**src/rtl/fetch_pkg.sv**
```systemverilog
`default_nettype none
// ============================================================================
//  Module   : fetch_pkg
//  Purpose  : Shared constants for the instruction fetch unit: FSM state
//             encoding and the default reset PC.
//  Revision : 1.0 - initial release
// ============================================================================
package fetch_pkg;

    // FSM state encoding
    localparam logic [1:0] c_ST_IDLE = 2'd0;
    localparam logic [1:0] c_ST_REQ  = 2'd1;
    localparam logic [1:0] c_ST_HOLD = 2'd2;

    // Default PC loaded on reset
    localparam logic [31:0] c_RESET_PC = 32'h0000_0000;

endpackage : fetch_pkg
`default_nettype wire

```
**src/rtl/next_pc_calc.sv**
```systemverilog
`default_nettype none
// ============================================================================
//  Module   : next_pc_calc
//  Purpose  : Combinational redirect target computation for jr / j / branch.
//  Ports    : redir_br, redir_j, redir_jr - redirect requests from execute
//             ex_pc4   - pc_plus4 of the redirecting instruction
//             ex_imm16 - branch offset field (words, signed)
//             ex_tgt26 - jump target field (words)
//             ex_rs    - register value for jr
//             target   - selected redirect target
//             redirect - any redirect requested
//  Revision : 1.0 - initial release
// ============================================================================
module next_pc_calc (
    input  logic        redir_br,
    input  logic        redir_j,
    input  logic        redir_jr,
    input  logic [31:0] ex_pc4,
    input  logic [15:0] ex_imm16,
    input  logic [25:0] ex_tgt26,
    input  logic [31:0] ex_rs,
    output logic [31:0] target,
    output logic        redirect
);

    logic [31:0] w_br_off;
    logic [31:0] w_br_tgt;
    logic [31:0] w_j_tgt;

    // Sign-extended word offset converted to a byte offset
    assign w_br_off = {{14{ex_imm16[15]}}, ex_imm16, 2'b00};
    assign w_br_tgt = ex_pc4 + w_br_off;
    assign w_j_tgt  = {ex_pc4[31:28], ex_tgt26, 2'b00};

    // Priority: jr over j over branch
    always_comb begin
        target = w_br_tgt;
        if (redir_jr) begin
            target = ex_rs;
        end else if (redir_j) begin
            target = w_j_tgt;
        end
    end

    assign redirect = redir_br | redir_j | redir_jr;

endmodule : next_pc_calc
`default_nettype wire

```
**src/rtl/fetch_unit.sv**
```systemverilog
`default_nettype none
// ============================================================================
//  Module   : fetch_unit
//  Purpose  : Single-outstanding-request instruction fetch stage with a
//             one-entry hold register towards decode and redirect handling.
//  Ports    : clk, rst_n           - clock, async active-low reset
//             imem_req/addr        - memory request and word address
//             imem_ack/rdata       - memory response strobe and data
//             inst_valid/ready     - handshake to decode
//             inst, pc_plus4       - held instruction and its address + 4
//             redir_*/ex_*         - redirect requests and operands from execute
//  Revision : 1.0 - initial release
// ============================================================================
module fetch_unit
    import fetch_pkg::*;
#(
    parameter logic [31:0] RESET_PC = c_RESET_PC
) (
    input  logic        clk,
    input  logic        rst_n,
    output logic        imem_req,
    output logic [31:0] imem_addr,
    input  logic        imem_ack,
    input  logic [31:0] imem_rdata,
    output logic        inst_valid,
    input  logic        inst_ready,
    output logic [31:0] inst,
    output logic [31:0] pc_plus4,
    input  logic        redir_br,
    input  logic        redir_j,
    input  logic        redir_jr,
    input  logic [31:0] ex_pc4,
    input  logic [15:0] ex_imm16,
    input  logic [25:0] ex_tgt26,
    input  logic [31:0] ex_rs
);

    logic [1:0]  r_state;
    logic [31:0] r_pc;        // architectural next-fetch PC
    logic [31:0] r_addr;      // address presented to memory; frozen while outstanding
    logic        r_discard;   // drop the response of the outstanding request
    logic [31:0] r_inst;
    logic [31:0] r_pc_plus4;

    logic [31:0] w_target;
    logic        w_redirect;
    logic [31:0] w_pc_inc;

    next_pc_calc u_next_pc_calc (
        .redir_br (redir_br),
        .redir_j  (redir_j),
        .redir_jr (redir_jr),
        .ex_pc4   (ex_pc4),
        .ex_imm16 (ex_imm16),
        .ex_tgt26 (ex_tgt26),
        .ex_rs    (ex_rs),
        .target   (w_target),
        .redirect (w_redirect)
    );

    assign w_pc_inc = r_pc + 32'd4;

    always_ff @(posedge clk or negedge rst_n) begin
        if (!rst_n) begin
            r_state    <= c_ST_IDLE;
            r_pc       <= RESET_PC;
            r_addr     <= RESET_PC;
            r_discard  <= 1'b0;
            r_inst     <= 32'd0;
            r_pc_plus4 <= 32'd0;
        end else begin
            case (r_state)
                c_ST_IDLE: begin
                    if (w_redirect) begin
                        r_pc   <= w_target;
                        r_addr <= w_target;
                    end
                    r_state <= c_ST_REQ;
                end

                c_ST_REQ: begin
                    if (imem_ack && w_redirect) begin
                        // Response is stale; restart straight at the target
                        r_pc      <= w_target;
                        r_addr    <= w_target;
                        r_discard <= 1'b0;
                    end else if (imem_ack && r_discard) begin
                        // Stale response dropped; PC already holds the target
                        r_addr    <= r_pc;
                        r_discard <= 1'b0;
                    end else if (imem_ack) begin
                        r_inst     <= imem_rdata;
                        r_pc_plus4 <= w_pc_inc;
                        r_pc       <= w_pc_inc;
                        r_state    <= c_ST_HOLD;
                    end else if (w_redirect) begin
                        // Address must stay stable until the pending ack
                        r_pc      <= w_target;
                        r_discard <= 1'b1;
                    end
                end

                c_ST_HOLD: begin
                    if (w_redirect) begin
                        r_pc    <= w_target;
                        r_addr  <= w_target;
                        r_state <= c_ST_REQ;
                    end else if (inst_ready) begin
                        r_addr  <= r_pc;
                        r_state <= c_ST_REQ;
                    end
                end

                default: begin
                    r_state <= c_ST_IDLE;
                end
            endcase
        end
    end

    assign imem_req   = (r_state == c_ST_REQ);
    assign inst_valid = (r_state == c_ST_HOLD);
    assign imem_addr  = r_addr;
    assign inst       = r_inst;
    assign pc_plus4   = r_pc_plus4;

endmodule : fetch_unit
`default_nettype wire

```
**config.mk**
```make
export PLATFORM = sky130hd
export DESIGN_NAME = fetch_unit
export DESIGN_NICKNAME = d
export VERILOG_FILES = /design/src/rtl/fetch_pkg.sv /design/src/rtl/next_pc_calc.sv /design/src/rtl/fetch_unit.sv
export SDC_FILE = /design/constraint.sdc
export NUM_CORES = 1
export LEC_CHECK = 0
export ABC_CLOCK_PERIOD_IN_PS = 2700
export CAP_MARGIN = 10
export CORE_ASPECT_RATIO = 0.75
export CORE_MARGIN = 4
export CORE_UTILIZATION = 51
export CTS_BUF_LIST = sky130_fd_sc_hd__clkbuf_4
export DETAILED_ROUTE_END_ITERATION = 7
export GPL_ROUTABILITY_DRIVEN = 0
export GPL_TIMING_DRIVEN = 0
export PLACE_DENSITY_LB_ADDON = 0.3
export SETUP_SLACK_MARGIN = 0.3
export SYNTH_ARGS = -nofsm -noshare
export SYNTH_HDL_FRONTEND = slang
export SYNTH_HIERARCHICAL = 1
export SYNTH_SLANG_ARGS = --single-unit
```
**constraint.sdc**
```tcl
create_clock -name clk -period 2.7 [get_ports clk]
set_clock_uncertainty 0.05 [all_clocks]
set_input_delay 0.675 -clock clk [delete_from_list [all_inputs] [get_ports clk]]
set_output_delay 0.675 -clock clk [all_outputs]
set_load 0.02 [all_outputs]
```
# After elaboration in Yosys (flattened, before gate mapping)
# Cells that the tools add are included.
[totals] wordCells=57 output_inout_bits=98 inputBits=145 reg_bits=131
[classes] eq_ne=10 bitwise_logic=4 n_mux=23 reduce_logical=12 add_sub_neg=2
[ops] cell="$mux W32" count=11
[ops] cell="$pmux W32 S3" count=1
[ops] cell="$pmux W32 S2" count=1
[ops] cell="$add A32 B3 Y32 const B" count=1
[ops] cell="$add A32 B32 Y32" count=1
[ops] cell="$reduce_and A4 Y1" count=3
[ops] cell="$mux W2" count=5
[ops] cell="$ne A3 B1 Y1 const B" count=3
[ops] cell="$ne A2 B2 Y1 const B" count=3
[ops] cell="$pmux W2 S3" count=1
[ops] cell="$reduce_bool A3 Y1" count=2
[ops] cell="$mux W1" count=4
[ops] cell="$ne A3 B3 Y1 const B" count=1
[ops] cell="$reduce_and A3 Y1" count=1
[ops] cell="$eq A2 B1 Y1 const B" count=1
[ops] cell="$eq A2 B2 Y1 const B" count=1
[ops] cell="$logic_and A1 B1 Y1" count=2
[ops] cell="$logic_not A2 Y1" count=1
[ops] cell="$ne A2 B1 Y1 const B" count=1
[ops] cell="$not A1 Y1" count=2
[ops] cell="$or A1 B1 Y1" count=2
[ops] cell="$reduce_and A2 Y1" count=1
[ops] cell="$reduce_bool A2 Y1" count=1
[ops] cell="$reduce_or A2 Y1" count=1

# Logic depth before layout (Yosys ltp)
# Gate-level depths: netlist (run 1).
[logic_depth] word_depth=8 depth_mapped=15 mapped_depth_nobuf=15

# Modules after synthesis
# Netlist (run 1), hierarchy kept.
[by_module_without_submodules] module="fetch_unit" instances=1 cells_per_inst=845 seq_area_each_um2=3278.1 area_per_inst_um2=7129.3
[by_module_without_submodules] module="next_pc_calc" instances=1 cells_per_inst=297 seq_area_each_um2=0.0 area_per_inst_um2=2097.0

# Worst setup path before layout (run 1)
# OpenSTA, ideal clock, no wires.
[synth_timing] path_kind="input -> register" startpoint="input port ex_pc4[2]" endpoint="register r_addr[24], in the netlist imem_addr[24]" setup_time_ps=133 path_buffers=0 cell_stages=14 t_arrival_ps=3334 slack_ps=-817 path_cell_list="ha_1 fa_1 a21o_1 a21oi_2 o21ai_2 a311oi_4 o22ai_1 nor2_1 o21ai_0 xnor2_1 a21oi_1 a22o_1 a222oi_1 o21ai_0"
[synth_via] elab_chain_cells=5
[synth_lines] element="start: declaration" line_no="fetch_unit.sv:32" rtl="input logic [31:0] ex_pc4,"
[synth_lines] element="$add A32 B32 Y32 (*)" line_no="next_pc_calc.sv:32" rtl="assign w_br_tgt = ex_pc4 + w_br_off;"
[synth_lines] element="$mux W32 (*)" line_no="next_pc_calc.sv:40" rtl="end else if (redir_j) begin"
[synth_lines] element="$mux W32 (*)" line_no="next_pc_calc.sv:38" rtl="if (redir_jr) begin"
[synth_lines] element="net w_target[24]" line_no="fetch_unit.sv:45" rtl="logic [31:0] w_target;"
[synth_lines] element="$mux W32 (on tied branches)" line_no="fetch_unit.sv:104, fetch_unit.sv:74, fetch_unit.sv:82"
[synth_lines] element="$pmux W32 S3 (*)" line_no="fetch_unit.sv:72" rtl="case (r_state)"
[synth_lines] element="end signal: assignment" line_no="fetch_unit.sv:76" rtl="r_addr <= w_target;"
[synth_lines] element="end signal: assignment" line_no="fetch_unit.sv:106" rtl="r_addr <= w_target;"
[synth_lines] element="end signal: assignment" line_no="fetch_unit.sv:109" rtl="r_addr <= r_pc;"
[synth_lines] element="end: declaration" line_no="fetch_unit.sv:40" rtl="logic [31:0] r_addr;"
# Mark *: on every way through the listed nets, which the timed path passes. The rest lies on a longest branch. The select of a mux whose other input is x is not followed.
# A chain may end at the register's enable or synchronous reset.

# Final worst setup path (run 1)
[layout_timing] startpoint="input port ex_imm16[0]" endpoint="register r_addr[12], in the netlist imem_addr[12]"
[layout_via] elab_chain_cells=5
[layout_lines] element="start: declaration" line_no="fetch_unit.sv:33" rtl="input logic [15:0] ex_imm16,"
[layout_lines] element="$add A32 B32 Y32 (*)" line_no="next_pc_calc.sv:32"
[layout_lines] element="$mux W32 (*)" line_no="next_pc_calc.sv:40"
[layout_lines] element="$mux W32 (*)" line_no="next_pc_calc.sv:38"
[layout_lines] element="net w_target[12]" line_no="fetch_unit.sv:45"
[layout_lines] element="$mux W32 (on tied branches)" line_no="fetch_unit.sv:104, fetch_unit.sv:74, fetch_unit.sv:82"
[layout_lines] element="$pmux W32 S3 (*)" line_no="fetch_unit.sv:72"
# Marked as above.

==> results of run 1 <==
[per-layer routing]
layer  GRT usage  share of wire  up-vias
met4       0.101          0.046        0
met2       0.502           0.45      893
met1       0.462           0.39     5344
met3      0.0698           0.12      201
met5           0              0        -
li1            -              -     4808
[cell families after synthesis]
group	synth area share
mux	0.0194
fa+ha+maj	0.0483
flops	0.355
buf+inv	0.0492
xor+xnor	0.0494
simple gates	0.202
compound gates	0.277
[synthesized netlist by cell type (3+ instances only)]
library cell | n | share of area
and3_1 | 12 | 0.0081
buf_1 | 4 | 0.0016
a221o_1 | 3 | 0.0033
a222oi_1 | 26 | 0.028
nor4_1 | 3 | 0.0020
nor2b_1 | 8 | 0.0054
clkbuf_1 | 65 | 0.026
or2_2 | 3 | 0.0020
nor3b_1 | 4 | 0.0033
o21ai_0 | 134 | 0.073
a22oi_1 | 12 | 0.0098
nand2b_1 | 3 | 0.0020
and2_1 | 4 | 0.0027
a21oi_1 | 61 | 0.033
a211o_1 | 3 | 0.0028
dfrtp_1 | 131 | 0.36
buf_2 | 13 | 0.0071
mux2_2 | 6 | 0.0073
a21oi_2 | 4 | 0.0038
nor3_1 | 12 | 0.0065
a31oi_1 | 8 | 0.0054
o21ai_2 | 3 | 0.0028
ha_1 | 34 | 0.046
nor2_1 | 29 | 0.012
mux2i_1 | 10 | 0.011
o22ai_1 | 16 | 0.011
o311ai_1 | 5 | 0.0047
a21o_1 | 22 | 0.018
a22o_1 | 23 | 0.022
xnor2_1 | 23 | 0.022
nand4_1 | 9 | 0.0061
o21bai_1 | 4 | 0.0033
and4_1 | 3 | 0.0028
o211ai_1 | 15 | 0.012
o21ai_1 | 5 | 0.0027
xor2_1 | 29 | 0.028
buf_6 | 4 | 0.0049
nand2_1 | 288 | 0.12
inv_1 | 15 | 0.0061
nand3_1 | 22 | 0.012
or3_1 | 3 | 0.0020
o21a_1 | 18 | 0.015
[layout make-up]
class | count | area (um2) | share of cell area
inverter | 15 | 58.8 | 0.00420
sequential | 131 | 3280 | 0.234
clock inverter | 13 | 141 | 0.0101
timing repair buffer | 324 | 3070 | 0.219
clock buffer | 19 | 143 | 0.0102
tap | 242 | 303 | 0.0216
multi-input combinational | 907 | 6480 | 0.462
buffer | 89 | 546 | 0.0389
[through the flow]
| stage | power, mW | hold WS (ns) | cells | setup WS, ns | util |
|---|---|---|---|---|---|
| after floorplan | 6.22 | 0.329 | 1142 | -0.611 | - |
| after global placement | 8.56 | 0.407 | 1625 | -4.37 | 0.684 |
| after detailed placement | 8.68 | 0.411 | 1626 | -1.87 | 0.686 |
| after CTS | 10.4 | 0.0709 | 1705 | -0.538 | 0.751 |
| after global routing | 11.5 | 0.0729 | 1740 | -0.670 | 0.791 |
| final | 11.0 | 0.0435 | 1740 | -0.639 | 0.791 |
[repair_timing]
action	CTS	global route
hold buffers	0	0
gates resized for setup	224	152
buffers inserted	47	35
gates cloned	0	0
setup endpoints to repair	132	131
hold endpoints to repair	0	0
pin swaps	81	89
[state kept, by name, indices dropped and copies added, names as in the netlist]
| name | cells |
|---|---|
| imem_addr | 32 |
| inst | 32 |
| pc_plus4 | 32 |
| r_discard | 1 |
| r_pc | 32 |
| r_state | 2 |
[worst paths after layout]
path                                  to  slack, ns  depth (start not counted)
max in group asynchronous   pc_plus4[22]       1.79                          2
hold / removal             imem_addr[10]       0.04                          1
setup reg to reg                r_pc[20]       0.11                          9
setup / recovery           imem_addr[12]      -0.64                         17
min in group clk               r_discard       0.34                          2
hold reg to reg                 inst[22]       0.43                          2
[report_power, final]
part | internal, mW | switching [mW] | total [mW]
logic | 2.77 | 3.53 | 6.30
registers | 2.73 | 0.536 | 3.27
clock network | 0.645 | 0.758 | 1.40
[critical path, stage by stage]
cell      delay (ns)
buf_6           0.10
ha_4            0.16
fa_2            0.37
a21o_1          0.23
a21oi_4         0.19
o21ai_4         0.09
buf_4           0.16
buf_6           0.11
a31o_2          0.24
a21oi_2         0.15
xor2_1          0.16
o211ai_1        0.11
o21a_1          0.21
mux2_4          0.28
a22o_1          0.22
a22oi_2         0.13
o21ai_1         0.13
==> impl_metrics.py, run 1 <==
metrics = {
    "pwr": {
        "p_leak_nw": 6.03,
        "ir_drop_mv": 0.582,
        "p_per_area_nw_per_um2": 783,
    },
    "grt": {
        "grt_pass1_wl_mm": 53.6,
        "grt-ovfl-total": 0,
        "grt_pass1_vias": 10100,
        "grt_start_max_net_pins": 73,
        "grt_util_all_layers": 0.326,
        "antenna_found_initial": 0,
    },
    "critical_path": {
        "cp-end-kind": "flip-flop",
        "cp_max_fo": 2,
        "required_ns": 3.08,
        "path_class": "in -> reg",
        "rr_startpoint": "r_state[1]",
        "cp-start-kind": "input pin",
        "startpoint": "ex_imm16[0]",
        "worstPathArrival_ns": 3.72,
    },
    "synthesis": {
        "ys_ff_latch": 131,
        "synthFlopType": "dfrtp_1",
        "synthCells": 1142,
        "synth_fp_nets": 1322,
        "syn_area_per_cell_um2": 8.08,
        "yosysWarnings": 6,
        "yosys.cell_types.count": 77,
        "async_reset_ff_frac": 1.00,
        "synth_edf_count": 0,
        "syn-cell-area_um2": 9230,
        "yosysSeqAreaShare": 0.355,
    },
    "sta": {
        "setup_viol": 47,
        "hold_viol": 0,
        "setup_tns_ns": -15.44,
        "relSlewSlack": 0.491,
        "fmax_mhz": 299,
        "setup_ws_ns": -0.639,
        "maxSlewViolCount": 0,
        "rsz0062_at_grt": "yes",
        "min_period_ns": 3.34,
        "fin_crit_sh": 1.24,
        "tightest_slew_ns": 0.764,
    },
    "final_layout": {
        "area_growth_pct": 51.9,
        "mostFrequentLayoutCells": "nand2_1 (283), clkdlybuf4s50_1 (202), dfrtp_1 (131)",
        "fin_nets": 1665,
        "nFillCells": 1104,
        "antenna_cells": 0,
        "fin_area_um2": 14000,
        "final_common_cell": "nand2_1",
        "layout-drive-gt1-share": 0.231,
    },
    "clock_network": {
        "cts_sinks": 131,
        "numCtsBuffers": 17,
        "cts_tree": "built",
        "path_clk_slew_ns": 0.12,
        "clockBufferDepth": 2,
        "htree_levels": 4,
        "root_buffer": "clkbuf_4",
        "insertion_delay_ns": 0.55,
    },
    "floorplan": {
        "die_h_um": 124,
        "die_x_um": 163,
        "core_um2": 17700,
        "initial_core_util": 0.521,
        "rows": 42,
        "dieArea_um2": 20300,
        "ioPinCount": 243,
    },
    "detailed_routing": {
        "drtIter0Drc": 1873,
        "routed_wl_mm": 37.8,
        "drc": 2,
        "drt_first_pass_iters": 8,
        "viasPerCell": 6.46,
        "vias": 11200,
        "ant_nets": 0,
        "wl_per_cell_um": 21.7,
    },
    "placement": {
        "place_area_um2": 12200,
        "portBuffers": 241,
        "dp_hpwl_mm": 24.8,
    },
    "run": {
        "maxCapViolations": 0,
    },
    "status": {
        "outcome": "finished with violations",
        "violations": "design-rule violations, negative setup slack",
    },
    "worst_hold_path": {
        "min_path_type": "in -> async",
    },
}
(Power assumes the default switching activity.)
==> run 2, diff against run 1 <==
--- a/config.mk
+++ b/config.mk
@@ -6,7 +6,6 @@
 export NUM_CORES = 1
 export LEC_CHECK = 0
 export ABC_CLOCK_PERIOD_IN_PS = 2700
-export CAP_MARGIN = 10
 export CORE_ASPECT_RATIO = 0.75
 export CORE_MARGIN = 4
 export CORE_UTILIZATION = 51
@@ -14,6 +13,7 @@
 export DETAILED_ROUTE_END_ITERATION = 7
 export GPL_ROUTABILITY_DRIVEN = 0
 export GPL_TIMING_DRIVEN = 0
+export MAX_ROUTING_LAYER = met4
 export PLACE_DENSITY_LB_ADDON = 0.3
 export SETUP_SLACK_MARGIN = 0.3
 export SYNTH_ARGS = -nofsm -noshare
==> impl_metrics.py, run 2 (synthesis results as in run 1) <==
metrics = {
    "critical_path": {
        "worstPathArrival_ns": 3.70,
        "required_ns": 3.08,
        "cpMostUsedCell": "buf_6",
        "cp-start-kind": "input pin",
        "cp_max_fo": 2,
        "slowest_stage": "fa_2",
        "reg2reg_setup_slack_ns": 0.09,
        "max_stage_delay_ns": 0.37,
        "path_class": "in -> reg",
        "crit_chain": "buf_6 -> ha_4 -> fa_2 -> a21o_1 -> a21oi_4 -> o21ai_4 -> buf_4 -> buf_6 -> a31o_2 -> a21oi_2 -> xor2_1 -> o211ai_1 -> o21a_1 -> mux2_4 -> a22o_1 -> a22oi_2 -> o21ai_1",
        "cp-end-kind": "flip-flop",
    },
    "sta": {
        "min_period_ns": 3.32,
        "hold_viol": 0,
        "maxSlewViolCount": 0,
        "setup_tns_ns": -15.02,
        "hold_ws_ns": 0.0340,
        "tightest_slew_ns": 0.756,
        "fin_crit_sh": 1.23,
        "fmax_mhz": 301,
        "setup_viol": 46,
        "setup_ws_ns": -0.624,
        "rsz0062_at_grt": "yes",
        "relSlewSlack": 0.496,
    },
    "clock_network": {
        "insertion_delay_ns": 0.55,
        "path_clk_slew_ns": 0.13,
        "numCtsBuffers": 17,
        "htree_levels": 4,
        "cts_tree": "built",
        "cts_sinks": 131,
        "root_buffer": "clkbuf_4",
        "clockBufferDepth": 2,
    },
    "floorplan": {
        "die_h_um": 124,
        "die_x_um": 163,
        "rows": 42,
        "ioPinCount": 243,
        "dieArea_um2": 20300,
        "initial_core_util": 0.521,
        "core_um2": 17700,
    },
    "placement": {
        "dp_cells": 1626,
        "portBuffers": 241,
        "dpl_worst_slack_ns": -1.87,
        "place_area_um2": 12200,
        "dp_hpwl_mm": 24.8,
    },
    "pwr": {
        "clockPowerShare": 0.128,
        "p_per_area_nw_per_um2": 783,
        "p_sw_frac": 0.440,
        "ir_drop_mv": 0.579,
        "comb_power_share": 0.574,
        "seqPwrFrac": 0.298,
        "p_leak_nw": 6.03,
        "switchingPower_mw": 4.82,
        "intPower_mw": 6.15,
        "total_power_mw": 11.0,
    },
    "final_layout": {
        "final_common_cell": "nand2_1",
        "final_util": 0.791,
        "nFillCells": 1104,
        "layout-drive-gt1-share": 0.231,
        "area_growth_pct": 51.9,
        "fin_area_um2": 14000,
        "fin_nets": 1665,
        "mostFrequentLayoutCells": "nand2_1 (283), clkdlybuf4s50_1 (202), dfrtp_1 (131)",
        "antenna_cells": 0,
        "finalNonFillerCells": 1740,
    },
    "grt": {
        "grt_pass1_wl_mm": 53.5,
        "grt_util_all_layers": 0.336,
        "use_met1": 0.463,
        "met2_usage": 0.504,
        "grt.busiest_layer": "met2",
        "grt_pass1_vias": 10200,
        "use_met3": 0.0662,
        "grt-ovfl-total": 0,
        "antenna_found_initial": 0,
        "grt_start_max_net_pins": 73,
    },
    "detailed_routing": {
        "ant_nets": 0,
        "wl_per_cell_um": 21.7,
        "drc": 5,
        "vias": 11300,
        "drtIter0Drc": 1991,
        "routed_wl_mm": 37.7,
        "drt_first_pass_iters": 8,
        "viasPerCell": 6.47,
    },
    "run": {
        "maxCapViolations": 0,
    },
    "status": {
        "violations": "design-rule violations, negative setup slack",
        "outcome": "finished with violations",
    },
    "worst_hold_path": {
        "min_path_type": "in -> async",
    },
}
run 2: cell counts in the layout (fill, tap and decap cells not counted):
Identical to the previous run, type by type.
run 2: final cells by class:
| type | count | area [um2] | area share |
|---|---|---|---|
| Multi-Input combinational cell | 907 | 6480 | 0.462 |
| Sequential cell | 131 | 3280 | 0.234 |
| Timing Repair Buffer | 324 | 3070 | 0.219 |
| Buffer | 89 | 546 | 0.0389 |
| Tap cell | 242 | 303 | 0.0216 |
| Clock buffer | 19 | 143 | 0.0102 |
| Clock inverter | 13 | 141 | 0.0101 |
| Inverter | 15 | 58.8 | 0.00420 |
run 2: worst max-delay path, delay by kind of cell:
kind	cells	cell delay, ns
AO/OA/AOI/OAI	10	1.69
adder cells (fa/ha/maj)	2	0.53
buffers and inverters	3	0.37
multiplexers	1	0.28
XOR/XNOR	1	0.16
run 2: path summary, 6_finish.rpt:
check	start	end	depth (start not counted)
worst max-delay path	ex_imm16[0]	imem_addr[12]	17
max in group asynchronous	rst_n	pc_plus4[26]	2
worst min-delay path	rst_n	imem_addr[10]	1
worst min register to register	inst[22]	inst[22]	2
min in group clk	imem_ack	r_discard	2
worst max register to register	r_state[1]	r_pc[20]	9
run 2: layer usage:
layer | routed length (um) | vias up
met1 | 14300 | 5329
met2 | 17100 | 894
met4 | 1800 | 0
met3 | 4530 | 218
met5 | 0 | -
li1 | - | 4812
run 2: what timing repair did:
item | in CTS | in global routing
setup buffers | 47 | 35
hold buffers | 0 | 0
setup endpoints to repair | 132 | 131
pin swaps | 81 | 88
gates resized for setup | 224 | 152
endpoints found under the hold margin | 0 | 0
run 2: power groups by stage:
stage / sequential (mW) / combinational, mW / clock (mW)
after detailed placement: 3.26 / 5.42 / 0
after global placement: 3.23 / 5.32 / 0
final: 3.27 / 6.30 / 1.40
after global routing: 3.36 / 6.63 / 1.49
after CTS: 3.23 / 5.78 / 1.40
after floorplan: 4.01 / 2.21 / 0
